**src/rtl/rpc_config_path_pkg.sv**
```systemverilog
// Shared configuration types for the RPC DRAM controller config path.
// Holds the refresh timer register layout, its default setting and FSM states.
// Pure declarations; no logic, no latency.
package rpc_config_path_pkg;

  localparam int unsigned REFRESH_PEND_WIDTH     = 4;
  localparam int unsigned REFRESH_INTERVAL_WIDTH = 16;

  typedef struct packed {
    logic                              mode;      // 1: use fields, 0: use default
    logic [REFRESH_INTERVAL_WIDTH-1:0] interval;  // refresh period in units of 128 cycles
    logic [REFRESH_PEND_WIDTH-1:0]     max_pend;  // postponable credit limit
  } refresh_timer_cfg_reg_t;

  localparam refresh_timer_cfg_reg_t REFRESH_TIMER_DEFAULT_SETTING = '{
    mode:     1'b1,
    interval: 16'd30,
    max_pend: 4'd8
  };

  typedef enum logic {
    IDLE = 1'b0,
    RUN  = 1'b1
  } refresh_timer_state_e;

endpackage

```
**src/rtl/counter.sv**
```systemverilog
// Generic up/down counter with synchronous clear and load, plus overflow flag.
// Latency: q_o reflects clear/load/count one cycle after the request.
// Backpressure: none; counts whenever en_i is high.
module counter #(
  parameter int unsigned WIDTH           = 4,
  parameter bit          STICKY_OVERFLOW = 1'b0
) (
  input  logic             clk_i,
  input  logic             rst_ni,
  input  logic             clear_i,
  input  logic             en_i,
  input  logic             load_i,
  input  logic             down_i,
  input  logic [WIDTH-1:0] d_i,
  output logic [WIDTH-1:0] q_o,
  output logic             overflow_o
);

  logic [WIDTH-1:0] r_cnt;
  logic             r_ovf;
  logic [WIDTH:0]   w_cnt_next;

  // Next count with one extra bit that catches wrap in either direction.
  always_comb begin
    w_cnt_next = {1'b0, r_cnt};
    if (clear_i) begin
      w_cnt_next = '0;
    end else if (load_i) begin
      w_cnt_next = {1'b0, d_i};
    end else if (en_i) begin
      w_cnt_next = down_i ? ({1'b0, r_cnt} - (WIDTH+1)'(1))
                          : ({1'b0, r_cnt} + (WIDTH+1)'(1));
    end
  end

  // Count register and overflow flag; clear also drops a sticky overflow.
  always_ff @(posedge clk_i or negedge rst_ni) begin
    if (!rst_ni) begin
      r_cnt <= '0;
      r_ovf <= 1'b0;
    end else begin
      r_cnt <= w_cnt_next[WIDTH-1:0];
      if (clear_i) begin
        r_ovf <= 1'b0;
      end else if (STICKY_OVERFLOW) begin
        r_ovf <= r_ovf | w_cnt_next[WIDTH];
      end else begin
        r_ovf <= w_cnt_next[WIDTH];
      end
    end
  end

  assign q_o        = r_cnt;
  assign overflow_o = r_ovf;

endmodule

```
**src/rtl/refresh_timer.sv**
```systemverilog
// Periodic refresh request generator: armed by start_i, ticks every interval<<7 cycles.
// Latency: start_i at t -> active_o at t+1; request visible the cycle after each tick.
// Backpressure: credits queue up to the limit; a tick at the limit is dropped and flags overrun_o.
// Macro RPC_REFRESH_POSTPONE_EN: limit from max_pend (postponement); otherwise limit is 1.
module refresh_timer
  import rpc_config_path_pkg::*;
#(
  parameter int unsigned CNT_WIDTH  = 32,
  parameter int unsigned PEND_WIDTH = 4
) (
  input  logic                   clk_i,
  input  logic                   rst_ni,
  input  logic                   load_config_i,
  input  refresh_timer_cfg_reg_t config_i,
  input  logic                   start_i,
  output logic                   refresh_valid_o,
  input  logic                   refresh_ready_i,
  output logic                   urgent_o,
  output logic [PEND_WIDTH-1:0]  pending_o,
  output logic                   overrun_o,
  output logic                   active_o
);

  refresh_timer_state_e   r_state, w_state_d;
  refresh_timer_cfg_reg_t r_shadow, r_active, w_apply_cfg;
  logic                   r_shadow_vld;
  logic                   w_apply;

  logic [CNT_WIDTH-1:0]   w_cnt, w_ceiling;
  logic                   w_ivl_zero, w_tick, w_cnt_en, w_cnt_clr;
  logic                   w_unused_ovf, w_unused_cfg;

  logic [PEND_WIDTH-1:0]  r_pend, w_limit;
  logic                   r_overrun, w_hs;

  // Interval arithmetic: a zero interval parks the counter at 0 and suppresses ticks.
  assign w_ceiling  = CNT_WIDTH'(r_active.interval) << 7;
  assign w_ivl_zero = (r_active.interval == '0);
  assign w_tick     = (r_state == RUN) && !w_ivl_zero && (w_cnt == w_ceiling - CNT_WIDTH'(1));
  assign w_cnt_en   = (r_state == RUN) && !w_ivl_zero;
  assign w_cnt_clr  = (r_state != RUN) || w_tick || w_ivl_zero;

  counter #(
    .WIDTH          (CNT_WIDTH),
    .STICKY_OVERFLOW(1'b0)
  ) u_interval_cnt (
    .clk_i     (clk_i),
    .rst_ni    (rst_ni),
    .clear_i   (w_cnt_clr),
    .en_i      (w_cnt_en),
    .load_i    (1'b0),
    .down_i    (1'b0),
    .d_i       ('0),
    .q_o       (w_cnt),
    .overflow_o(w_unused_ovf)
  );

`ifdef RPC_REFRESH_POSTPONE_EN
  localparam int unsigned PEND_MAX = (1 << PEND_WIDTH) - 1;
  logic [31:0] w_lim_raw;
  assign w_lim_raw    = (r_active.max_pend == '0) ? 32'd1 : 32'(r_active.max_pend);
  assign w_limit      = (w_lim_raw > PEND_MAX) ? PEND_WIDTH'(PEND_MAX) : PEND_WIDTH'(w_lim_raw);
  assign w_unused_cfg = r_active.mode;
`else
  assign w_limit      = PEND_WIDTH'(1);
  assign w_unused_cfg = ^{r_active.mode, r_active.max_pend};
`endif

  // Next state and config-apply decision; mode=0 or no shadow selects the default setting.
  always_comb begin
    w_state_d   = r_state;
    w_apply     = 1'b0;
    w_apply_cfg = REFRESH_TIMER_DEFAULT_SETTING;
    if (r_shadow_vld && r_shadow.mode) begin
      w_apply_cfg = r_shadow;
    end
    case (r_state)
      IDLE: begin
        if (start_i) begin
          w_state_d = RUN;
          w_apply   = 1'b1;
        end
      end
      RUN: begin
        w_apply = w_tick && r_shadow_vld;
      end
    endcase
  end

  // State register; RUN is only left through reset.
  always_ff @(posedge clk_i or negedge rst_ni) begin
    if (!rst_ni) begin
      r_state <= IDLE;
    end else begin
      r_state <= w_state_d;
    end
  end

  // Shadow capture and active-config update; a fresh load outranks the apply-clear.
  always_ff @(posedge clk_i or negedge rst_ni) begin
    if (!rst_ni) begin
      r_shadow     <= '0;
      r_shadow_vld <= 1'b0;
      r_active     <= '0;
    end else begin
      if (load_config_i) begin
        r_shadow     <= config_i;
        r_shadow_vld <= 1'b1;
      end else if (w_apply) begin
        r_shadow_vld <= 1'b0;
      end
      if (w_apply) begin
        r_active <= w_apply_cfg;
      end
    end
  end

  assign w_hs = (r_pend != '0) && refresh_ready_i;

  // Credit accounting: tick adds, handshake subtracts, tick at the limit is lost.
  always_ff @(posedge clk_i or negedge rst_ni) begin
    if (!rst_ni) begin
      r_pend    <= '0;
      r_overrun <= 1'b0;
    end else begin
      r_overrun <= 1'b0;
      if (r_state == IDLE) begin
        r_pend <= '0;
      end else if (w_tick && !w_hs) begin
        if (r_pend >= w_limit) begin
          r_overrun <= 1'b1;
        end else begin
          r_pend <= r_pend + 1'b1;
        end
      end else if (w_hs && !w_tick) begin
        r_pend <= r_pend - 1'b1;
      end
    end
  end

  assign refresh_valid_o = (r_pend != '0);
  assign urgent_o        = (r_pend == w_limit);
  assign pending_o       = r_pend;
  assign overrun_o       = r_overrun;
  assign active_o        = (r_state == RUN);

endmodule
```
**config.mk**
```make
export PLATFORM = sky130hd
export DESIGN_NAME = refresh_timer
export DESIGN_NICKNAME = d
export VERILOG_FILES = /design/src/rtl/rpc_config_path_pkg.sv /design/src/rtl/counter.sv /design/src/rtl/refresh_timer.sv
export SDC_FILE = /design/constraint.sdc
export NUM_CORES = 1
export LEC_CHECK = 0
export ABC_AREA = 1
export CAP_MARGIN = 20
export CORE_UTILIZATION = 59
export DETAILED_ROUTE_END_ITERATION = 16
export GPL_TIMING_DRIVEN = 1
export PLACE_DENSITY = 0.84
export RECOVER_POWER = 100
export SYNTH_ARGS = -nofsm -noshare
export SYNTH_HDL_FRONTEND = slang
export SYNTH_SLANG_ARGS = --single-unit
```
**constraint.sdc**
```tcl
create_clock -name clk_i -period 2.6 [get_ports clk_i]
set_clock_uncertainty 0.15 [all_clocks]
set_input_delay 0.65 -clock clk_i [delete_from_list [all_inputs] [get_ports clk_i]]
set_output_delay 0.65 -clock clk_i [all_outputs]
set_load 0.02 [all_outputs]
```
==> run_results.csv, run 1 <==
group,metric,value,unit
run_status,status,"finished with violations",
run_status,violations,"setup timing",
sta,tightest_slew,1070,ps
logic_synthesis,netlist_area,4260,sq um
layout,antennaDiodeCount,0,
layout,design_area,5210,sq um
logic_synthesis,ys_seq_area_share,42.3,%
sta,period_share,110,%
floorplanning,floorplan.initialDensity,62.1,%
layout,drive_above_1_share,14.9,%
clock_tree,hold_buffers,0,
clock_tree,ctsRootBufferMaster,"clkbuf_8",
pwr,pwr-share-clk,26.0,%
drt,dr.pass1.iters,7,
layout,final_common_cell,"nand2_1",
logic_synthesis,ys_warn_count,0,
setup_path,crit_type,"flop to flop",
floorplanning,die_area,7570,sq um
global_routing,grt_max_degree,55,
drt,ant_nets,0,
job,maxCapViolations,0,
drt,routed_via_density,5.63,
pwr,power_density,592,nW/um^2
layout,fin_nets,659,
pwr,power_switching_share,36.2,%
setup_path,worst_ep_arrival_time,2990,ps
drt,first_iter_violations,379,
floorplanning,ioPinCount,34,
pwr,p_int,1970,uW
sta,fmax,0.350,GHz
setup_path,startpoint_type,"flop",
sta,fin_setup_tns,-4690,ps
global_routing,grt_pass1_vias,3503,
layout,final_cell_mix,"147 x nand2_1, 72 x nor2_1, 69 x dfrtp_1, 58 x inv_1, 50 x nand3_1",
setup_path,critical_path.max_stage_delay,460,ps
pwr,power.leakage,0.00249,uW
layout,nFillCells,483,
setup_path,crit_buf_inv,2,
layout,synthToLayoutAreaGrowth,22.2,%
logic_synthesis,ys_ff_latch,72,
sta,setup_slack,-259,ps
logic_synthesis,netlist_instances,574,
floorplanning,die_y,87,microns
setup_path,crit_path_max_fanout,8,
sta,slew_headroom,28.4,%
global_routing,grt-ovfl-total,0,
sta,fin_hold_ws,315,ps
sta,hold_viol_final,0,
drt,vias,4099,
drt,routed_wl,10900,microns
global_routing,grt_util_all_layers,27.1,%
clock_tree,cts_tree,"done",
drt,wire_per_inst,15.0,microns
clock_tree,clockBufferDepth,2,
floorplanning,dieWidth,87,microns
setup_path,cp_slowest_cell,"dfrtp_1",
pwr,p_switching,1120,uW
floorplanning,core,6870,sq um
floorplanning,rows,30,
pwr,ir_drop,448,uV
worst_hold_path,hp-class,"input pin to async pin",
sta,final-setup-viol-count,53,
placement,hpwl,7000,microns
setup_path,path_cells,"nor2_1 -> nand2_1 -> nor2_2 -> nand2_2 -> nand2_2 -> nand2_2 -> nand2_2 -> nand2_1 -> nor2_1 -> nand2_1 -> nor2_4 -> nand3_4 -> o22ai_4 -> buf_12 -> clkbuf_16 -> nand3_1 -> o21ai_1",
sta,drv_slew,0,
clock_tree,clock_sinks,72,
setup_path,crit_top_cell,"nand2_2",
sta,rsz0062_at_grt,"yes",
clock_tree,insertion_delay,360,ps
logic_synthesis,avgSynthCellArea,7.43,sq um
sta,fin_crit,2860,ps
setup_path,worstPathRequired,2730,ps
drt,route.detailed.drc,0,
clock_tree,cts_made_buffers,9,
placement,gp_congestion,0.971,
setup_path,crit_family,"simple AND/OR/NAND/NOR gates",
placement,dpl-instance-area,4720,sq um
pwr,comb_power_share,29.0,%
global_routing,grt_pass1_wl,15800,microns
clock_tree,clk_pin_slew_worst_paths,80,ps
clock_tree,h-tree-depth,3,
global_routing,grt_antenna_before_repair,0,
logic_synthesis,ys_types,38,
setup_path,critPathCaptureType,"flop",
logic_synthesis,syn_nets,606,
pwr,seq_power_share,45.0,%
placement,port_buffers,29,
## sequential cells by signal, indices dropped and copies added (netlist names)
| name | cells |
|---|---|
| r_shadow | 17 |
| u_interval_cnt.q_o | 32 |
| r_active | 16 |
| r_shadow_vld | 1 |
| overrun_o | 1 |
| pending_o | 4 |
| active_o | 1 |
## synthesized netlist by cell type (all sizes together)
master  count  area share [%]
a21oi       5            0.68
a311oi      1            0.21
a31oi       1            0.15
buf         7             1.1
clkbuf      6            0.53
clkinv      1           0.088
dfrtp      72              42
ha          6             1.8
inv        61             5.4
nand2     158              14
nand3      56             6.8
nand3b      5            0.88
nand4      14             2.1
nor2       90             9.0
nor2b       1            0.15
nor3       14             1.9
nor3b       8             1.4
nor4        3            0.44
o21a        1            0.18
o21ai      26             3.1
o21bai      1            0.18
o22ai       1            0.47
or2         3            0.44
xnor2      14             2.9
xor2       19             3.9
## cell families after synthesis
family                     Yosys count  share of synthesized area, %
AOI/OAI and AO/OA                   36                          4.90
xor gates and xnor gates            33                          6.78
adders and majority gates            6                          1.76
buffers and inverters               75                          7.13
DFF                                 72                          42.3
and+or+nand+nor                    352                          37.2
## per-layer routing
metal / routed length, microns / part of all wire [%] / GRT usage [%] / vias up
li1: - / - / - / 1943
met2: 5340 / 49 / 45.3 / 197
met1: 4560 / 42 / 35.2 / 1925
met5: 0 / 0 / 0 / -
met4: 244 / 2.2 / 7.58 / 0
met3: 796 / 7.3 / 6.45 / 34
## what timing repair did
item,4_1_cts,5_1_grt
resized for setup,4,47
pin swaps,0,12
cloned,0,4
endpoints found under the setup margin,13,54
endpoints found under the hold margin,0,0
setup buffers,0,11
## final timing paths
path | start | cells past startpoint | slack (ps) | endpoint
worst min register to register | r_shadow[5] | 2 | 320 | r_shadow[5]
worst min-delay path | rst_ni | 1 | 320 | u_interval_cnt.q_o[27]
worst max-delay path | r_active[12] | 17 | -260 | r_active[18]
min in group clk_i | r_shadow[5] | 2 | 320 | r_shadow[5]
worst max register to register | r_active[12] | 17 | -260 | r_active[18]
max in group asynchronous | rst_ni | 2 | 570 | r_active[7]
## layout make-up
class | count | area [sq um] | share of cell area [%]
multi-input cells | 427 | 2320 | 44.5
flip-flops and latches | 72 | 1810 | 34.7
repair buffers | 55 | 562 | 10.8
inverters | 62 | 233 | 4.47
clock buffers | 9 | 124 | 2.38
well taps | 96 | 120 | 2.31
clock inverters | 7 | 47.5 | 0.913
## per-stage QoR
stage / setup slack, ps / util, % / total power, uW / cells
floorplan: 260 / - / 1940 / 574
global placement: 26.3 / 68.7 / 2180 / 697
detailed placement: -23.3 / 68.7 / 2220 / 697
global route: -309 / 75.8 / 3250 / 728
CTS: 3.28 / 71.2 / 3000 / 713
finish: -259 / 75.8 / 3080 / 728
## power by group through the flow
stage	combinational, uW	sequential (uW)	clock [uW]
detailed placement	821	1400	0
floorplan	547	1400	0
finish	894	1390	801
CTS	819	1380	806
global placement	787	1390	0
global route	993	1410	849
No activity file was read; power rests on OpenSTA's default activity.
==> run 2, diff against run 1 <==
- TNS_END_PERCENT: default -> 20
==> run_results.csv, run 2 (same netlist as run 1, synthesis figures left out) <==
group,metric,value,unit
floorplanning,die_y,87,microns
sta,rsz0062_at_grt,"yes",
floorplanning,die_area,7570,sq um
clock_tree,clockBufferDepth,2,
setup_path,crit_start,"r_active[12]",
global_routing,grt_antenna_before_repair,0,
clock_tree,insertion_delay,360,ps
layout,design_area,5210,sq um
clock_tree,clock_sinks,72,
layout,fin_nets,659,
sta,hold_viol_final,0,
sta,final-setup-viol-count,27,
layout,antennaDiodeCount,0,
layout,final_core_util,75.8,%
pwr,power_switching_share,36.2,%
floorplanning,core,6870,sq um
run_status,violations,"setup timing",
clock_tree,clk_pin_slew_worst_paths,80,ps
layout,final_common_cell,"nand2_1",
pwr,pwr-share-clk,25.9,%
layout,largest_reg_flops,32,
drt,ant_nets,0,
clock_tree,hold_buffers,0,
layout,synthToLayoutAreaGrowth,22.2,%
global_routing,grt_util_all_layers,27.1,%
sta,fmax,0.355,GHz
drt,routed_via_density,5.61,
run_status,status,"finished with violations",
global_routing,grt_max_degree,55,
pwr,comb_power_share,29.0,%
floorplanning,ioPinCount,34,
placement,hpwl,7000,microns
global_routing,grt_pass1_vias,3503,
clock_tree,ctsRootBufferMaster,"clkbuf_8",
global_routing,grt-ovfl-total,0,
setup_path,startpoint_type,"flop",
pwr,ir_drop,448,uV
pwr,seq_power_share,45.1,%
global_routing,grt_pass1_wl,15800,microns
floorplanning,rows,30,
sta,slew_headroom,27.6,%
floorplanning,dieWidth,87,microns
drt,route.detailed.drc,0,
placement,dpl-instance-area,4720,sq um
drt,dr.pass1.iters,5,
drt,routed_wl,10900,microns
layout,drive_above_1_share,14.9,%
pwr,p_switching,1110,uW
sta,fin_crit,2810,ps
pwr,power.leakage,0.00249,uW
placement,port_buffers,29,
sta,drv_slew,0,
setup_path,crit_path_max_fanout,8,
sta,tightest_slew,1090,ps
layout,final_cell_mix,"147 x nand2_1, 72 x nor2_1, 69 x dfrtp_1, 58 x inv_1, 50 x nand3_1",
pwr,p_int,1970,uW
clock_tree,cts_tree,"done",
worst_hold_path,hp-class,"input pin to async pin",
pwr,power_density,591,nW/um^2
clock_tree,h-tree-depth,3,
floorplanning,floorplan.initialDensity,62.1,%
setup_path,rr_startpoint,"r_active[12]",
drt,wire_per_inst,15.0,microns
setup_path,worst_ep_arrival_time,2950,ps
placement,gp_congestion,0.971,
clock_tree,cts_made_buffers,9,
setup_path,worstPathRequired,2730,ps
setup_path,critPathCaptureType,"flop",
job,maxCapViolations,0,
sta,setup_slack,-215,ps
setup_path,crit_type,"flop to flop",
drt,vias,4087,
drt,first_iter_violations,303,
sta,period_share,108,%
run 2: cell counts in the layout (fill, tap and decap cells not counted):
No cell type changed its count.
run 2: layout make-up:
class | instances | area [sq um]
flip-flops and latches | 72 | 1810
inverters | 62 | 233
fillers | 483 | 1660
clock buffers | 9 | 124
clock inverters | 7 | 47.5
well taps | 96 | 120
multi-input cells | 427 | 2320
repair buffers | 55 | 562
run 2: final timing paths:
path / slack (ps) / depth (start not counted) / endpoint
min in group clk_i: 320 / 2 / r_shadow[5]
max reg2reg: -210 / 17 / r_active[18]
max in group asynchronous: 560 / 2 / r_active[7]
min: 320 / 1 / u_interval_cnt.q_o[18]
max: -210 / 17 / r_active[18]
min reg2reg: 320 / 2 / r_shadow[5]
run 2: worst max-delay path, stage by stage (launching register included):
cell and delay (ps):
dfrtp_1 460, nor2_1 240, nand2_1 170, nor2_2 180, nand2_2 80, nand2_2 100
nand2_2 60, nand2_2 70, nand2_1 60, nor2_1 120, nand2_1 110, nor2_4 180
nand3_4 110, o22ai_4 160, buf_12 150, clkbuf_16 150, nand3_1 80, o21ai_1 110
run 2: metrics by stage:
| stage | cells | total power [uW] | setup slack [ps] | hold WS [ps] | setup TNS [ps] |
|---|---|---|---|---|---|
| 2_1_floorplan | 574 | 1940 | 260 | 204 | 0 |
| 3_3_place_gp | 697 | 2180 | 26.3 | 297 | 0 |
| 3_5_place_dp | 697 | 2220 | -23.3 | 303 | -69.2 |
| 4_1_cts | 713 | 3000 | 3.28 | 109 | 0 |
| 5_1_grt | 728 | 3250 | -309 | 351 | -9200 |
| 6_report | 728 | 3080 | -215 | 319 | -2920 |
run 2: power groups by stage:
stage / sequential (uW) / combinational, uW / clock (uW)
global route: 1410 / 993 / 849
finish: 1390 / 893 / 798
detailed placement: 1400 / 821 / 0
floorplan: 1400 / 547 / 0
CTS: 1380 / 819 / 806
global placement: 1390 / 787 / 0
run 2: timing repair:
item	CTS	global route
setup endpoints to repair	13	54
gates resized for setup	4	47
pin swaps	0	12
setup buffers	0	11
gates cloned	0	4
run 2: per-layer routing:
metal	up-vias	part of all wire [%]	track usage (%)
met3	36	7.1	6.45
met1	1931	41	35.2
met2	180	49	45.3
met4	0	2.5	7.58
met5	-	0	0
li1	1940	-	-
==> run 3, diff against run 2 <==
- CORE_ASPECT_RATIO: default -> 0.75
- PLACE_DENSITY: 0.84 -> 0.81
==> run_results.csv, run 3 (same netlist as run 1, synthesis figures left out) <==
group,metric,value,unit
run_status,status,"finished with violations",
run_status,violations,"capacitance limit, slew limit, setup timing",
layout,final_common_cell,"nand2_1",
pwr,ir_drop,416,uV
setup_path,r2r_slack,-60,ps
setup_path,startpoint_type,"flop",
placement,gp_congestion,0.913,
floorplanning,dieWidth,100,microns
sta,fmax,0.375,GHz
layout,drive_above_1_share,13.9,%
sta,hold_viol_final,0,
sta,setup_slack,-63.5,ps
sta,period_share,102,%
clock_tree,insertion_delay,360,ps
setup_path,crit_type,"flop to flop",
pwr,power_density,599,nW/um^2
clock_tree,clk_pin_slew_worst_paths,90,ps
setup_path,crit_start,"r_active[4]",
layout,design_area,5140,sq um
layout,nFillCells,508,
clock_tree,clock_sinks,72,
global_routing,grt-ovfl-total,0,
drt,routed_wl,9960,microns
drt,first_iter_violations,308,
sta,tightest_slew,1810,ps
placement,dpl-instance-area,4730,sq um
global_routing,grt_pass1_wl,15400,microns
sta,drv_slew,73,
drt,wire_per_inst,13.7,microns
global_routing,grt_util_all_layers,26.4,%
clock_tree,ctsRootBufferMaster,"clkbuf_8",
placement,port_buffers,29,
drt,route.detailed.drc,0,
floorplanning,ioPinCount,34,
global_routing,grt_antenna_before_repair,0,
setup_path,rr_startpoint,"r_active[4]",
drt,dr.pass1.iters,5,
clock_tree,h-tree-depth,3,
layout,fin_nets,654,
setup_path,timing.rr.end,"r_active[11]",
floorplanning,die_y,75.6,microns
setup_path,critPathCaptureType,"flop",
global_routing,grt_pass1_vias,3417,
sta,slew_headroom,-20.6,%
worst_hold_path,hp-class,"flop to flop",
layout,final_core_util,74.6,%
layout,largest_reg_flops,32,
global_routing,grt_max_degree,73,
clock_tree,cts_tree,"done",
layout,synthToLayoutAreaGrowth,20.7,%
sta,rsz0062_at_grt,"yes",
setup_path,worstPathRequired,2730,ps
drt,routed_via_density,5.47,
clock_tree,clockBufferDepth,2,
layout,final_cells,725,
pwr,power.leakage,0.00247,uW
worst_hold_path,hold_path_depth,2,
setup_path,crit_end,"r_active[11]",
placement,hpwl,6930,microns
setup_path,worst_ep_arrival_time,2800,ps
drt,ant_nets,0,
floorplanning,floorplan.initialDensity,61.8,%
layout,antennaDiodeCount,0,
drt,vias,3965,
sta,fin_crit,2660,ps
clock_tree,cts_made_buffers,9,
clock_tree,hold_buffers,0,
floorplanning,core,6900,sq um
setup_path,crit_path_max_fanout,8,
layout,final_cell_mix,"151 x nand2_1, 73 x nor2_1, 70 x dfrtp_1, 58 x inv_1, 52 x nand3_1",
placement,dpl.cell_count,700,
job,maxCapViolations,1,
sta,final-setup-viol-count,17,
floorplanning,die_area,7570,sq um
setup_path,worst_r2r_path_depth,15,
sta,fin_hold_ws,329,ps
floorplanning,rows,26,
-- run 3: cell count changes in the layout (fill, tap and decap cells not counted), moves of 3 or more --
cell,change
nor3b_1,-3
nand2_1,+4
o21ai_1,-3
o21ai_0,+4
nor3b_2,+3
-- run 3: critical path, stage by stage (launching register included) --
cell and delay, ps:
dfrtp_1 400, inv_2 110, ha_4 180, nand2_4 90
nor2_4 190, nand2_1 100, nand3b_1 150, nand2_1 90
nor2_1 110, nand2_1 120, nor2_4 130, nand3_4 110
o22ai_4 290, clkbuf_16 220, nand3_1 60, o21ai_1 90
-- run 3: through the flow --
stage               worst slack [ps]  power (uW)  TNS, ps
floorplan                        260        1940        0
finish                         -63.5        3080     -817
global route                    -211        3270    -4940
global placement                44.8        2180        0
CTS                             4.93        3030        0
detailed placement             -35.8        2230     -203
-- run 3: metal layers --
layer / vias up / global-route usage (%) / wire [microns]
met1: 1884 / 36.9 / 4570
li1: 1926 / - / -
met2: 129 / 42.1 / 4600
met5: - / 0 / 0
met3: 26 / 5.60 / 594
met4: 0 / 8.05 / 195
-- run 3: worst min path at each step --
stage	from	end
global route	r_shadow[20]	r_shadow[20]
detailed placement	r_shadow[10]	r_shadow[10]
global placement	u_interval_cnt.q_o[0]	u_interval_cnt.q_o[0]
floorplan	rst_ni	active_o
CTS	rst_ni	u_interval_cnt.q_o[20]
finish	r_shadow[16]	r_shadow[16]
-- run 3: cell type report --
cell class              instances  area (sq um)  area share, %
inverters                      62           233           4.52
repair buffers                 50           498           9.68
clock buffers                   9           124           2.41
clock inverters                 7          55.1           1.07
multi-input cells             427          2310           44.9
flip-flops and latches         72          1800           35.1
well taps                      98           123           2.38
-- run 3: what timing repair did --
| action | 4_1_cts | 5_1_grt |
|---|---|---|
| setup buffers | 0 | 7 |
| gates resized for setup | 6 | 36 |
| endpoints found under the setup margin | 23 | 54 |
| cloned | 0 | 2 |
| pin swaps | 0 | 9 |
-- run 3: where the power goes --
group | internal (uW) | total, uW | switching (uW)
clock network | 354 | 814 | 460
registers | 1250 | 1380 | 132
logic | 373 | 888 | 515
total | 1980 | 3080 | 1110
